File: src/rtl/serial_tx_engine.sv
`default_nettype none
// ============================================================================
// Module   : serial_tx_engine
// Purpose  : Parallel-in / serial-out transmitter. It accepts DATA_W-bit words,
//            each with its own mode (half or full width, LSB or MSB first),
//            and streams them out one bit per clk. A one-word pending slot
//            lets back-to-back frames be sent without a gap.
// Revision : 1.0 - initial release
//
// Optional feature:
//   SERIAL_TX_PARITY_EN - when defined, a parity bit is appended after the
//                         data bits of every frame. The parity bit is
//                         XOR(data bits) ^ PARITY_ODD, and so_last moves to it.
//
// Parameters:
//   DATA_W      word width; even, >= 4
//   PARITY_ODD  parity sense (0 even, 1 odd); used only with the parity feature
//
// Ports:
//   clk       in   rising-edge clock
//   reset     in   synchronous active-high reset
//   load      in   word offer; accepted when load && pi_ready at a clk edge
//   pi_ready  out  engine can accept a word this cycle (0 during reset)
//   pi_data   in   parallel word, sampled on acceptance
//   pi_msb    in   1: MSB first, 0: LSB first; sampled on acceptance
//   pi_low    in   1: all DATA_W bits, 0: low DATA_W/2 bits; sampled on acceptance
//   so_data   out  serial bit; 0 whenever so_valid is 0 (registered)
//   so_valid  out  so_data carries a frame bit (registered)
//   so_last   out  current bit is the final bit of its frame (registered)
// ============================================================================
module serial_tx_engine #(
    parameter int DATA_W     = 16,
    parameter int PARITY_ODD = 0
) (
    input  logic              clk,
    input  logic              reset,
    input  logic              load,
    output logic              pi_ready,
    input  logic [DATA_W-1:0] pi_data,
    input  logic              pi_msb,
    input  logic              pi_low,
    output logic              so_data,
    output logic              so_valid,
    output logic              so_last
);

    localparam int               c_IDX_W    = $clog2(DATA_W);
    localparam logic [c_IDX_W-1:0] c_IDX_FULL = c_IDX_W'(DATA_W - 1);
    localparam logic [c_IDX_W-1:0] c_IDX_HALF = c_IDX_W'(DATA_W / 2 - 1);

    // Elaboration-time sanity checks on the parameters.
    if ((DATA_W < 4) || ((DATA_W % 2) != 0)) begin : g_bad_data_w
        $error("serial_tx_engine: DATA_W must be even and >= 4");
    end
    if ((PARITY_ODD != 0) && (PARITY_ODD != 1)) begin : g_bad_parity_odd
        $error("serial_tx_engine: PARITY_ODD must be 0 or 1");
    end

    typedef enum logic [0:0] {
        ST_IDLE  = 1'b0,
        ST_SHIFT = 1'b1
    } state_t;

    // ------------------------------------------------------------------
    // Registers
    // ------------------------------------------------------------------
    state_t              state_q;
    logic [DATA_W-1:0]   act_data_q;
    logic                act_msb_q;
    logic                act_low_q;
    logic [c_IDX_W-1:0]  idx_q;        // index of the bit currently on so_data

    logic                pend_full_q;
    logic [DATA_W-1:0]   pend_data_q;
    logic                pend_msb_q;
    logic                pend_low_q;

    logic                so_data_q;
    logic                so_valid_q;
    logic                so_last_q;

    // ------------------------------------------------------------------
    // Next-state helpers
    // ------------------------------------------------------------------
    logic                accept_d;     // handshake completes at this edge
    logic                start_d;      // a new frame begins at this edge
    logic                start_pend_d; // ... and it comes from the pending slot
    logic                store_pend_d; // accepted word parks in the pending slot
    logic [DATA_W-1:0]   start_data_d;
    logic                start_msb_d;
    logic                start_low_d;
    logic [c_IDX_W-1:0]  start_idx_d;
    logic                start_bit_d;
    logic [c_IDX_W-1:0]  act_end_idx_d; // index of the last data bit of the active frame
    logic [c_IDX_W-1:0]  idx_step_d;    // index of the next data bit

    assign pi_ready = ~pend_full_q & ~reset;
    assign accept_d = load & pi_ready;

    always_comb begin
        start_d      = 1'b0;
        start_pend_d = 1'b0;
        store_pend_d = 1'b0;

        case (state_q)
            ST_IDLE: begin
                start_d = accept_d;
            end
            ST_SHIFT: begin
                if (so_last_q) begin
                    // Frame ends this edge: a queued word has priority; if
                    // the slot is empty a word offered now starts directly.
                    if (pend_full_q) begin
                        start_d      = 1'b1;
                        start_pend_d = 1'b1;
                    end else begin
                        start_d = accept_d;
                    end
                end else begin
                    store_pend_d = accept_d;
                end
            end
            default: begin
                start_d = 1'b0;
            end
        endcase
    end

    always_comb begin
        start_data_d = start_pend_d ? pend_data_q : pi_data;
        start_msb_d  = start_pend_d ? pend_msb_q  : pi_msb;
        start_low_d  = start_pend_d ? pend_low_q  : pi_low;
        if (start_msb_d) begin
            start_idx_d = start_low_d ? c_IDX_FULL : c_IDX_HALF;
        end else begin
            start_idx_d = '0;
        end
        start_bit_d = start_data_d[start_idx_d];
    end

    always_comb begin
        if (act_msb_q) begin
            act_end_idx_d = '0;
            idx_step_d    = idx_q - 1'b1;
        end else begin
            act_end_idx_d = act_low_q ? c_IDX_FULL : c_IDX_HALF;
            idx_step_d    = idx_q + 1'b1;
        end
    end

`ifdef SERIAL_TX_PARITY_EN
    localparam logic c_PARITY_SENSE = PARITY_ODD[0];

    // Parity covers the same set of bits regardless of transmit order, so
    // it is taken straight from the latched word under the width mask.
    logic [DATA_W-1:0] par_mask_d;
    logic              par_bit_d;
    logic              at_data_end_d;

    assign par_mask_d    = act_low_q ? {DATA_W{1'b1}}
                                     : {{(DATA_W/2){1'b0}}, {(DATA_W/2){1'b1}}};
    assign par_bit_d     = (^(act_data_q & par_mask_d)) ^ c_PARITY_SENSE;
    assign at_data_end_d = (idx_q == act_end_idx_d);
`endif

    // ------------------------------------------------------------------
    // Control FSM with registered serial outputs
    // ------------------------------------------------------------------
    always_ff @(posedge clk) begin
        if (reset) begin
            state_q     <= ST_IDLE;
            act_data_q  <= '0;
            act_msb_q   <= 1'b0;
            act_low_q   <= 1'b0;
            idx_q       <= '0;
            pend_full_q <= 1'b0;
            pend_data_q <= '0;
            pend_msb_q  <= 1'b0;
            pend_low_q  <= 1'b0;
            so_data_q   <= 1'b0;
            so_valid_q  <= 1'b0;
            so_last_q   <= 1'b0;
        end else begin
            // Pending slot: fill and drain never coincide, because a drain
            // only happens when the slot is full and pi_ready is then 0.
            if (store_pend_d) begin
                pend_full_q <= 1'b1;
                pend_data_q <= pi_data;
                pend_msb_q  <= pi_msb;
                pend_low_q  <= pi_low;
            end else if (start_pend_d) begin
                pend_full_q <= 1'b0;
            end

            if (start_d) begin
                state_q    <= ST_SHIFT;
                act_data_q <= start_data_d;
                act_msb_q  <= start_msb_d;
                act_low_q  <= start_low_d;
                idx_q      <= start_idx_d;
                so_data_q  <= start_bit_d;
                so_valid_q <= 1'b1;
                so_last_q  <= 1'b0;   // a frame is always at least two bits
            end else begin
                case (state_q)
                    ST_SHIFT: begin
                        if (so_last_q) begin
                            state_q    <= ST_IDLE;
                            so_data_q  <= 1'b0;
                            so_valid_q <= 1'b0;
                            so_last_q  <= 1'b0;
                        end else begin
`ifdef SERIAL_TX_PARITY_EN
                            if (at_data_end_d) begin
                                // Data exhausted: emit the parity bit as the
                                // frame's final bit; the index stays put.
                                so_data_q <= par_bit_d;
                                so_last_q <= 1'b1;
                            end else begin
                                idx_q     <= idx_step_d;
                                so_data_q <= act_data_q[idx_step_d];
                                so_last_q <= 1'b0;
                            end
`else
                            idx_q     <= idx_step_d;
                            so_data_q <= act_data_q[idx_step_d];
                            so_last_q <= (idx_step_d == act_end_idx_d);
`endif
                            so_valid_q <= 1'b1;
                        end
                    end
                    default: begin
                        state_q    <= ST_IDLE;
                        so_data_q  <= 1'b0;
                        so_valid_q <= 1'b0;
                        so_last_q  <= 1'b0;
                    end
                endcase
            end
        end
    end

    assign so_data  = so_data_q;
    assign so_valid = so_valid_q;
    assign so_last  = so_last_q;

endmodule : serial_tx_engine
`default_nettype wire
File: config.mk
export PLATFORM = sky130hd
export DESIGN_NAME = serial_tx_engine
export DESIGN_NICKNAME = d
export VERILOG_FILES = /design/src/rtl/serial_tx_engine.sv
export SDC_FILE = /design/constraint.sdc
export NUM_CORES = 1
export LEC_CHECK = 0
export CAP_MARGIN = 40
export CORE_MARGIN = 8
export CORE_UTILIZATION = 45
export CTS_CLUSTER_SIZE = 12
export DETAILED_ROUTE_END_ITERATION = 10
export GPL_ROUTABILITY_DRIVEN = 1
export GPL_TIMING_DRIVEN = 0
export PLACE_DENSITY = 0.71
export SYNTH_ARGS = -nofsm -noshare
export SYNTH_HDL_FRONTEND = slang
export SYNTH_SLANG_ARGS = --single-unit
File: constraint.sdc
create_clock -name clk -period 2.45 [get_ports clk]
set_clock_uncertainty 0.05 [all_clocks]
set_input_delay 0.49 -clock clk [delete_from_list [all_inputs] [get_ports clk]]
set_output_delay 0.49 -clock clk [all_outputs]
set_load 0.02 [all_outputs]
==> impl_metrics.tcl, run 1 <==
set metrics [dict create \
    drt_iter0_drc 106 \
    cts_root_buf "clkbuf_8" \
    outcome "finished, final reports clean" \
    timing.final.crit_share 0.9703 \
    power.leakage_uw 0.001030 \
    synth_edf_count 0 \
    rr_startpoint "act_msb_q" \
    crit_start "reset" \
    syn2layout_area_growth_pct 20.29 \
    syn_inst 235 \
    pin_count 25 \
    grt_first_pass_wirelength_um 8045 \
    crit_arrival_ps 1840 \
    grt_max_degree 14 \
    synth_xor_area_frac 0.01681 \
    yosys.area_share.simple 0.1741 \
    routed_wl_um 4811 \
    synth_compound_area_frac 0.1675 \
    powerDensity_nw_per_um2 644.6 \
    synth.mux.area_fraction 0.1561 \
    drive_gt1_frac 0.08240 \
    diodes 0 \
    clockBufferDepth 2 \
    critPathMaxFanout 10 \
    synthTopCellsByCount "dfxtp_1, nand2_1, nor2_1" \
    tns_ps 0 \
    start_kind "primary input" \
    worstSetupPathType "primary input to primary output" \
    synth.most_common_cell "dfxtp_1" \
    ant_nets 0 \
    period_minus_slack_ps 2377 \
    crit_path_end_kind "primary output" \
    path_clk_slew_ps 80 \
    yosysTopAreaCell "dfxtp_1" \
    place_area_sq_um 2390 \
    grt_pass1_vias 1731 \
    synth_top_family_by_area "simple AND/OR/NAND/NOR gates" \
    syn_nets 259 \
    tightest_slew_ps 532.9 \
    finalPower_uw 1616 \
    met3_length_um 212 \
    dieWidth_um 84.06 \
    wl_met2_um 2276 \
    cts_hold_buffers 0 \
    required_ps 1910 \
    wl_per_cell_um 15.08 \
    top_layer "met4" \
    synth_top_cells_by_area "dfxtp_1, mux2i_1, nand2_1" \
    hold_class "flip-flop to flip-flop" \
    synth-seq-cells 44 \
    min_from "pend_data_q[5]" \
    wl_met1_um 2258 \
    final_nets 290 \
    hpwl_um 3456 \
    die_y_um 84.06 \
    synth_area_sq_um 2084 \
    route.detailed.drc 0 \
    antenna_found_initial 0 \
    first_pass_iters 4 \
    yosysUniqueCellTypes 36 \
    ctsHtreeMaxLevel 2 \
    synthAdderAreaFrac 0.02161 \
    synth-main-ff-cell "dfxtp_1" \
    vias_per_cell 5.451 \
    cts.sinks 44 \
    cts_tree "built" \
    worstSkewPairLatency_ps 300 \
    setup_viol 0 \
    rsz0062_at_grt "no" \
    start_util 0.4722 \
    num_vias 1739 \
    die_area_sq_um 7066 \
    fmax_mhz 420.7 \
    cts_buffers 5 \
    synth_top_area_frac 0.4226 \
    async_reset_ff_frac 0 \
    port-buffer-count 24 \
    finalHoldViolCount 0 \
    grt_overflow_total 0 \
    yosysSeqAreaShare 0.4226 \
    report.final.slew_viol_count 0 \
    vdd_drop_max_mv 0.4716 \
    ys_warn_count 0 \
    rows 24 \
    relSlewSlack 0.6435 \
    synth.avg_cell_area_sq_um 8.870 \
    core_sq_um 4414 \
    cap_violations 0 \
    grt.total_usage 0.1403 \
    final_area_sq_um 2507 \
    gp_congestion 0.8661 \
    post-route-util 0.5680 \
]
cell families after synthesis:
group / count (synthesis)
simple gates: 85
xor+xnor: 4
flops: 44
fa+ha+maj: 3
compound gates: 55
mux: 26
buf+inv: 18
worst paths after layout:
check	endpoint	slack [ps]	cells after the start
worst min-delay path	pend_data_q[5]	400	2
worst max register to register	so_data	150	7
worst max-delay path	pi_ready	70	5
worst min register to register	pend_data_q[5]	400	2
worst max-delay path, cell delays in order:
cell	delay, ps
clkdlybuf4s50_1	540
buf_4	200
clkbuf_4	230
nor2_1	50
dlygate4sd2_1	320
stage by stage:
step / cells / hold slack [ps] / setup WS, ps
after detailed placement: 311 / 396.4 / -553.3
after global placement: 311 / 391.2 / -557.5
after floorplan: 235 / 385.6 / 357.2
final: 319 / 404.4 / 72.87
after global routing: 319 / 427.5 / 11.65
after CTS: 319 / 407.9 / 47.23
what timing repair did:
item / CTS / global route
setup buffers: 0 / 0
gates resized for setup: 5 / 3
hold endpoints to repair: 0 / 0
endpoints found under the setup margin: 1 / 2
layout by cell type (no fill, tap or decap), types with 2 or more instances in the layout:
master,Yosys,final
mux2i_1,22,22
xnor2_1,2,2
buf_2,9,8
clkbuf_1,6,5
clkdlybuf4s50_1,0,23
nor3_1,2,2
o21ai_0,2,2
a21oi_1,23,23
ha_1,2,2
nand2_1,43,43
nand2b_1,3,3
nand3_1,3,3
a211oi_1,19,19
xor2_1,2,2
nor2_1,26,26
dfxtp_1,44,43
mux4_1,4,4
o211ai_1,3,3
o21a_1,2,2
clkbuf_4,0,2
clkbuf_8,0,5
routing by layer:
layer  track usage  up-vias
met5             0        -
met4       0.05338        0
met3       0.04004        5
met2        0.2312       31
met1        0.1668      814
li1              -      889
layout make-up:
type                            count  area, sq um
Buffer                             17        92.59
Clock buffer                        6        72.57
Clock inverter                      2        35.03
Fill cell                         419         1907
Inverter                            1        3.754
Multi-Input combinational cell    173         1117
Sequential cell                    44        882.1
Tap cell                           52        65.06
Timing Repair Buffer               24        239.0
power breakdown:
part           switching [uW]  internal, uW  total [uW]
registers                26.0           755         781
logic                     147           137         284
clock network             249           303         551
total                     422          1190        1620
registers in the layout, indices dropped and copies added (netlist names):
register and flops:
pend_full_q 1, so_valid 1, idx_q 4, so_last 1
pend_low_q 1, act_low_q 1, so_data 1, pend_data_q 16
act_msb_q 1, pend_msb_q 1, act_data_q 16
Power figures use the tool's default switching activity.
==> run 2, diff against run 1 <==
--- a/config.mk
+++ b/config.mk
@@ -6,7 +6,7 @@
 export NUM_CORES = 1
 export LEC_CHECK = 0
 export CAP_MARGIN = 40
-export CORE_MARGIN = 8
+export CORE_MARGIN = 4
 export CORE_UTILIZATION = 45
 export CTS_CLUSTER_SIZE = 12
 export DETAILED_ROUTE_END_ITERATION = 10
==> constraint.sdc (replaced) <==
create_clock -name clk -period 2.5 [get_ports clk]
set_clock_uncertainty 0.05 [all_clocks]
set_input_delay 0.5 -clock clk [delete_from_list [all_inputs] [get_ports clk]]
set_output_delay 0.5 -clock clk [all_outputs]
set_load 0.02 [all_outputs]
==> run 2 against run 1 <==
Compared with the run above: global-route usage up 1.7 points; combinational power decreased by 4%; clock-buffer cell count decreased by 1; sequential share of layout area rose by 0.29 points; setup slack gained 35 ps; cell count unchanged; hold slack better by 0.55 ps; die area fell by 18%; register-to-register slack improved by 20 ps; critical path type unchanged; largest power group unchanged; non-clock buffer count is the same; largest cell class unchanged.
==> impl_metrics.tcl, run 2 (synthesized netlist as in run 1, its figures left out) <==
set metrics [dict create \
    outcome "finished, final reports clean" \
    slowest_stage "clkdlybuf4s50_1" \
    crit_path_end_kind "primary output" \
    tightest_slew_ps 552.1 \
    final_area_sq_um 2484 \
    setup_viol 0 \
    worstSkewPairLatency_ps 300 \
    max_stage_delay_ps 520 \
    cts_hold_buffers 0 \
    clkPwrFrac 0.300 \
    core_sq_um 4414 \
    cts_resized 5 \
    finalHoldViolCount 0 \
    die_area_sq_um 5785 \
    path_clk_slew_ps 80 \
    period_minus_slack_ps 2392 \
    cts_setup_buffers 0 \
    gp_congestion 0.7805 \
    hpwl_um 3320 \
    num_vias 1711 \
    cts_buffers 5 \
    reg.largest.list "act_data_q x16, pend_data_q x16, idx_q x4" \
    grt_max_degree 15 \
    cts_tree "built" \
    ant_nets 0 \
    final_cell_mix "dfxtp_1, nand2_1, nor2_1" \
    p_sw_frac 0.2820 \
    p_int_uw 1066 \
    vdd_drop_max_mv 0.4122 \
    seq_power_share 0.515 \
    power_frac_comb 0.185 \
    crit_arrival_ps 1840 \
    antenna_found_initial 0 \
    finalPower_uw 1484 \
    hold_class "flip-flop to flip-flop" \
    crit_chain "clkdlybuf4s50_1, clkbuf_4, clkbuf_4, nor2_1, dlygate4sd2_1" \
    cp_common_cell "clkbuf_4" \
    holdWs_ps 405.0 \
    grt_first_pass_wirelength_um 7472 \
    ctsHtreeMaxLevel 2 \
    cts.sinks 44 \
    critPathMaxFanout 10 \
    routed_wl_um 4556 \
    route.detailed.drc 0 \
    vias_per_cell 5.364 \
    pin_count 25 \
    clockBufferDepth 2 \
    rsz0062_at_grt "no" \
    timing.final.crit_share 0.9567 \
    start_util 0.4722 \
    rows 24 \
    diodes 0 \
    grt_overflow_total 0 \
    final_nets 290 \
    grt_pass1_vias 1563 \
    start_kind "primary input" \
    report.final.slew_viol_count 0 \
    required_ps 1950 \
    first_pass_iters 4 \
    cap_violations 0 \
    drt_iter0_drc 72 \
    grt.total_usage 0.1574 \
    p_sw_uw 418.6 \
    wl_per_cell_um 14.28 \
    dieWidth_um 76.06 \
    layout_commonest_cell "dfxtp_1" \
    relSlewSlack 0.6307 \
    worstSetupPathType "primary input to primary output" \
    place_area_sq_um 2390 \
    fmax_mhz 418.1 \
    die_y_um 76.06 \
    port-buffer-count 24 \
    powerDensity_nw_per_um2 597.6 \
    drive_gt1_frac 0.08240 \
    syn2layout_area_growth_pct 19.15 \
    cts_root_buf "clkbuf_8" \
    power.leakage_uw 0.001022 \
    post-route-util 0.5626 \
]
run 2: cell count changes in the layout (fill, tap and decap cells not counted):
cell       delta
buf_4         -1
bufinv_16     -1
clkinv_2      +1
clkinv_4      +1
dfxtp_2       -1
dfxtp_1       +1
buf_2         +1
clkbuf_1      -1
run 2: path summary, 6_finish.rpt:
check	startpoint	end	slack, ps	cells after the start
max	reset	pi_ready	110	5
min	pend_data_q[2]	pend_data_q[2]	400	2
max reg2reg	act_msb_q	so_data	170	7
min reg2reg	pend_data_q[2]	pend_data_q[2]	400	2
run 2: final cells by class:
class | count | area [sq um]
flip-flops and latches | 44 | 880.8
plain buffers | 17 | 90.09
fillers | 403 | 1931
inverters | 1 | 3.754
clock inverters | 3 | 18.77
well taps | 52 | 65.06
multi-input cells | 173 | 1117
repair buffers | 24 | 239.0
clock buffers | 5 | 68.82
run 2: stage by stage:
stage	TNS (ps)	cells	worst slack (ps)
detailed placement	-507.6	311	-507.6
global placement	-516.9	311	-516.9
floorplan	0	235	407.2
finish	0	319	108.1
CTS	0	319	104.0
global route	0	319	38.37
run 2: power groups by stage:
stage,logic [uW],registers [uW],clock network [uW]
floorplan,181,777,0
global placement,269,780,0
detailed placement,273,781,0
CTS,274,765,449
global route,301,771,488
finish,274,765,445
run 2: per-layer routing:
layer | up-vias | wire length [um] | GRT usage
met4 | 0 | 39 | 0.05245
met2 | 32 | 2143 | 0.2517
li1 | 887 | - | -
met3 | 5 | 228 | 0.03073
met1 | 787 | 2144 | 0.2122
met5 | - | 0 | 0
run 2: critical path, delay by kind of cell:
family	cells	cell delay, ps
buf+inv	4	1280
simple gates	1	50
==> run 3, diff against run 2 <==
--- a/config.mk
+++ b/config.mk
@@ -11,8 +11,9 @@
 export CTS_CLUSTER_SIZE = 12
 export DETAILED_ROUTE_END_ITERATION = 10
 export GPL_ROUTABILITY_DRIVEN = 1
-export GPL_TIMING_DRIVEN = 0
+export GPL_TIMING_DRIVEN = 1
 export PLACE_DENSITY = 0.71
 export SYNTH_ARGS = -nofsm -noshare
 export SYNTH_HDL_FRONTEND = slang
 export SYNTH_SLANG_ARGS = --single-unit
+export TNS_END_PERCENT = 5
==> run 3 against run 2 <==
Compared with the run above: cell area fell by 0.45%; sequential power barely moved; highest routed layer unchanged; critical path type is now flip-flop to flip-flop; global-route usage rose by 0.13 points; largest power group unchanged; clock-buffer cell count rose by 1; power rose by 5.6%.
==> impl_metrics.tcl, run 3 (synthesized netlist as in run 1, its figures left out) <==
set metrics [dict create \
    finalHoldViolCount 0 \
    grt_max_degree 41 \
    diodes 0 \
    port-buffer-count 24 \
    drt_iter0_drc 92 \
    grt_pass1_vias 1646 \
    num_vias 1666 \
    cts.sinks 44 \
    post-route-util 0.5601 \
    p_int_uw 1167 \
    cts_root_buf "clkbuf_8" \
    final_cells 308 \
    worstSetupPathType "flip-flop to flip-flop" \
    power_frac_comb 0.168 \
    worstSkewPairLatency_ps 300 \
    routed_wl_um 4328 \
    hold_class "flip-flop to flip-flop" \
    antenna_found_initial 0 \
    finalPower_uw 1567 \
    power.leakage_uw 0.001003 \
    grt_first_pass_wirelength_um 7603 \
    crit_path_end_kind "flip-flop" \
    cts_tree "built" \
    core_sq_um 4414 \
    cts_hold_buffers 0 \
    final_nets 279 \
    path_clk_slew_ps 80 \
    cts_setup_buffers 0 \
    vias_per_cell 5.409 \
    pin_count 25 \
    drive_gt1_frac 0.05859 \
    layout_commonest_cell "dfxtp_1" \
    start_kind "flip-flop" \
    min_from "pend_data_q[4]" \
    syn2layout_area_growth_pct 18.61 \
    p_sw_uw 400.1 \
    cts_buffers 5 \
    hpwl_um 2961 \
    seqCellArea_sq_um 880.8 \
    p_sw_frac 0.2553 \
    period_minus_slack_ps 2290 \
    multi_input_area_sq_um 1117 \
    seq_power_share 0.489 \
    vdd_drop_max_mv 0.4104 \
    cts_resized 0 \
    clockBufferDepth 2 \
    fillers 399 \
    timing.final.crit_share 0.9158 \
    outcome "finished, final reports clean" \
    grt.total_usage 0.1587 \
    die_area_sq_um 5785 \
    gp_congestion 0.7690 \
    crit_start "act_msb_q" \
    ctsHtreeMaxLevel 2 \
    start_util 0.4722 \
    powerDensity_nw_per_um2 634.0 \
    clkPwrFrac 0.343 \
    rows 24 \
    final_cell_mix "dfxtp_1, nand2_1, nor2_1" \
    rsz0062_at_grt "no" \
    cap_violations 0 \
    tns_ps 0 \
    rr_startpoint "act_msb_q" \
    crit_arrival_ps 2430 \
    reg2reg_slack_ps 210 \
    reg.largest.list "act_data_q x16, pend_data_q x16, idx_q x4" \
    first_pass_iters 4 \
    ant_nets 0 \
    required_ps 2640 \
    wl_per_cell_um 14.05 \
    place_inst 300 \
    die_y_um 76.06 \
    setup_viol 0 \
    report.final.slew_viol_count 0 \
    relSlewSlack 0.6736 \
    dieWidth_um 76.06 \
    grt_overflow_total 0 \
    route.detailed.drc 0 \
    tightest_slew_ps 487.9 \
    critPathMaxFanout 8 \
    fmax_mhz 436.8 \
]
-- run 3: cell count changes in the layout (fill, tap and decap cells not counted), sizes merged --
cell,delta
bufinv,+1
clkbuf,-5
buf,-5
clkinv,-2
clkdlybuf4s50,+1
dlygate4sd2,-1
-- run 3: metrics by stage --
stage / hold slack (ps) / cell area (sq um) / setup slack, ps
6_report: 406.4 / 2472 / 210.4
5_1_grt: 430.7 / 2472 / 59.81
4_1_cts: 408.0 / 2472 / 190.5
3_5_place_dp: 396.2 / 2365 / 205.9
3_3_place_gp: 390.9 / 2365 / 237.2
2_1_floorplan: 385.6 / 2085 / 407.2
-- run 3: critical path, cell delays in order, from the launching register on --
cell,delay (ps)
dfxtp_1,410
fa_1,790
mux4_1,590
mux2i_1,150
nor3_1,60
nand2_1,80
nand3_1,70
-- run 3: worst paths after layout --
check,endpoint,cells after the start
worst max register to register,so_data,6
worst min-delay path,pend_data_q[4],2
worst min register to register,pend_data_q[4],2
worst max-delay path,so_data,6
-- run 3: cell type report --
class	count	share of cell area
Clock buffer	6	0.02935
Clock inverter	2	0.01417
Inverter	1	0.001518
Multi-Input combinational cell	173	0.4519
Sequential cell	44	0.3563
Tap cell	52	0.02632
Timing Repair Buffer	30	0.1204
-- run 3: power by group through the flow --
stage                     combinational, uW  sequential [uW]  clock (uW)
after CTS                               265              767         551
after global placement                  259              782           0
after floorplan                         181              777           0
after global routing                    298              771         578
final                                   263              766         538
after detailed placement                264              783           0
-- run 3: routing by layer --
metal  up-vias  routed length, um  GRT usage
li1        867                  -          -
met1       760               2014     0.2050
met2        32               2032     0.2517
met3         7                189    0.04019
met4         0                 91    0.06469
met5         -                  0          0
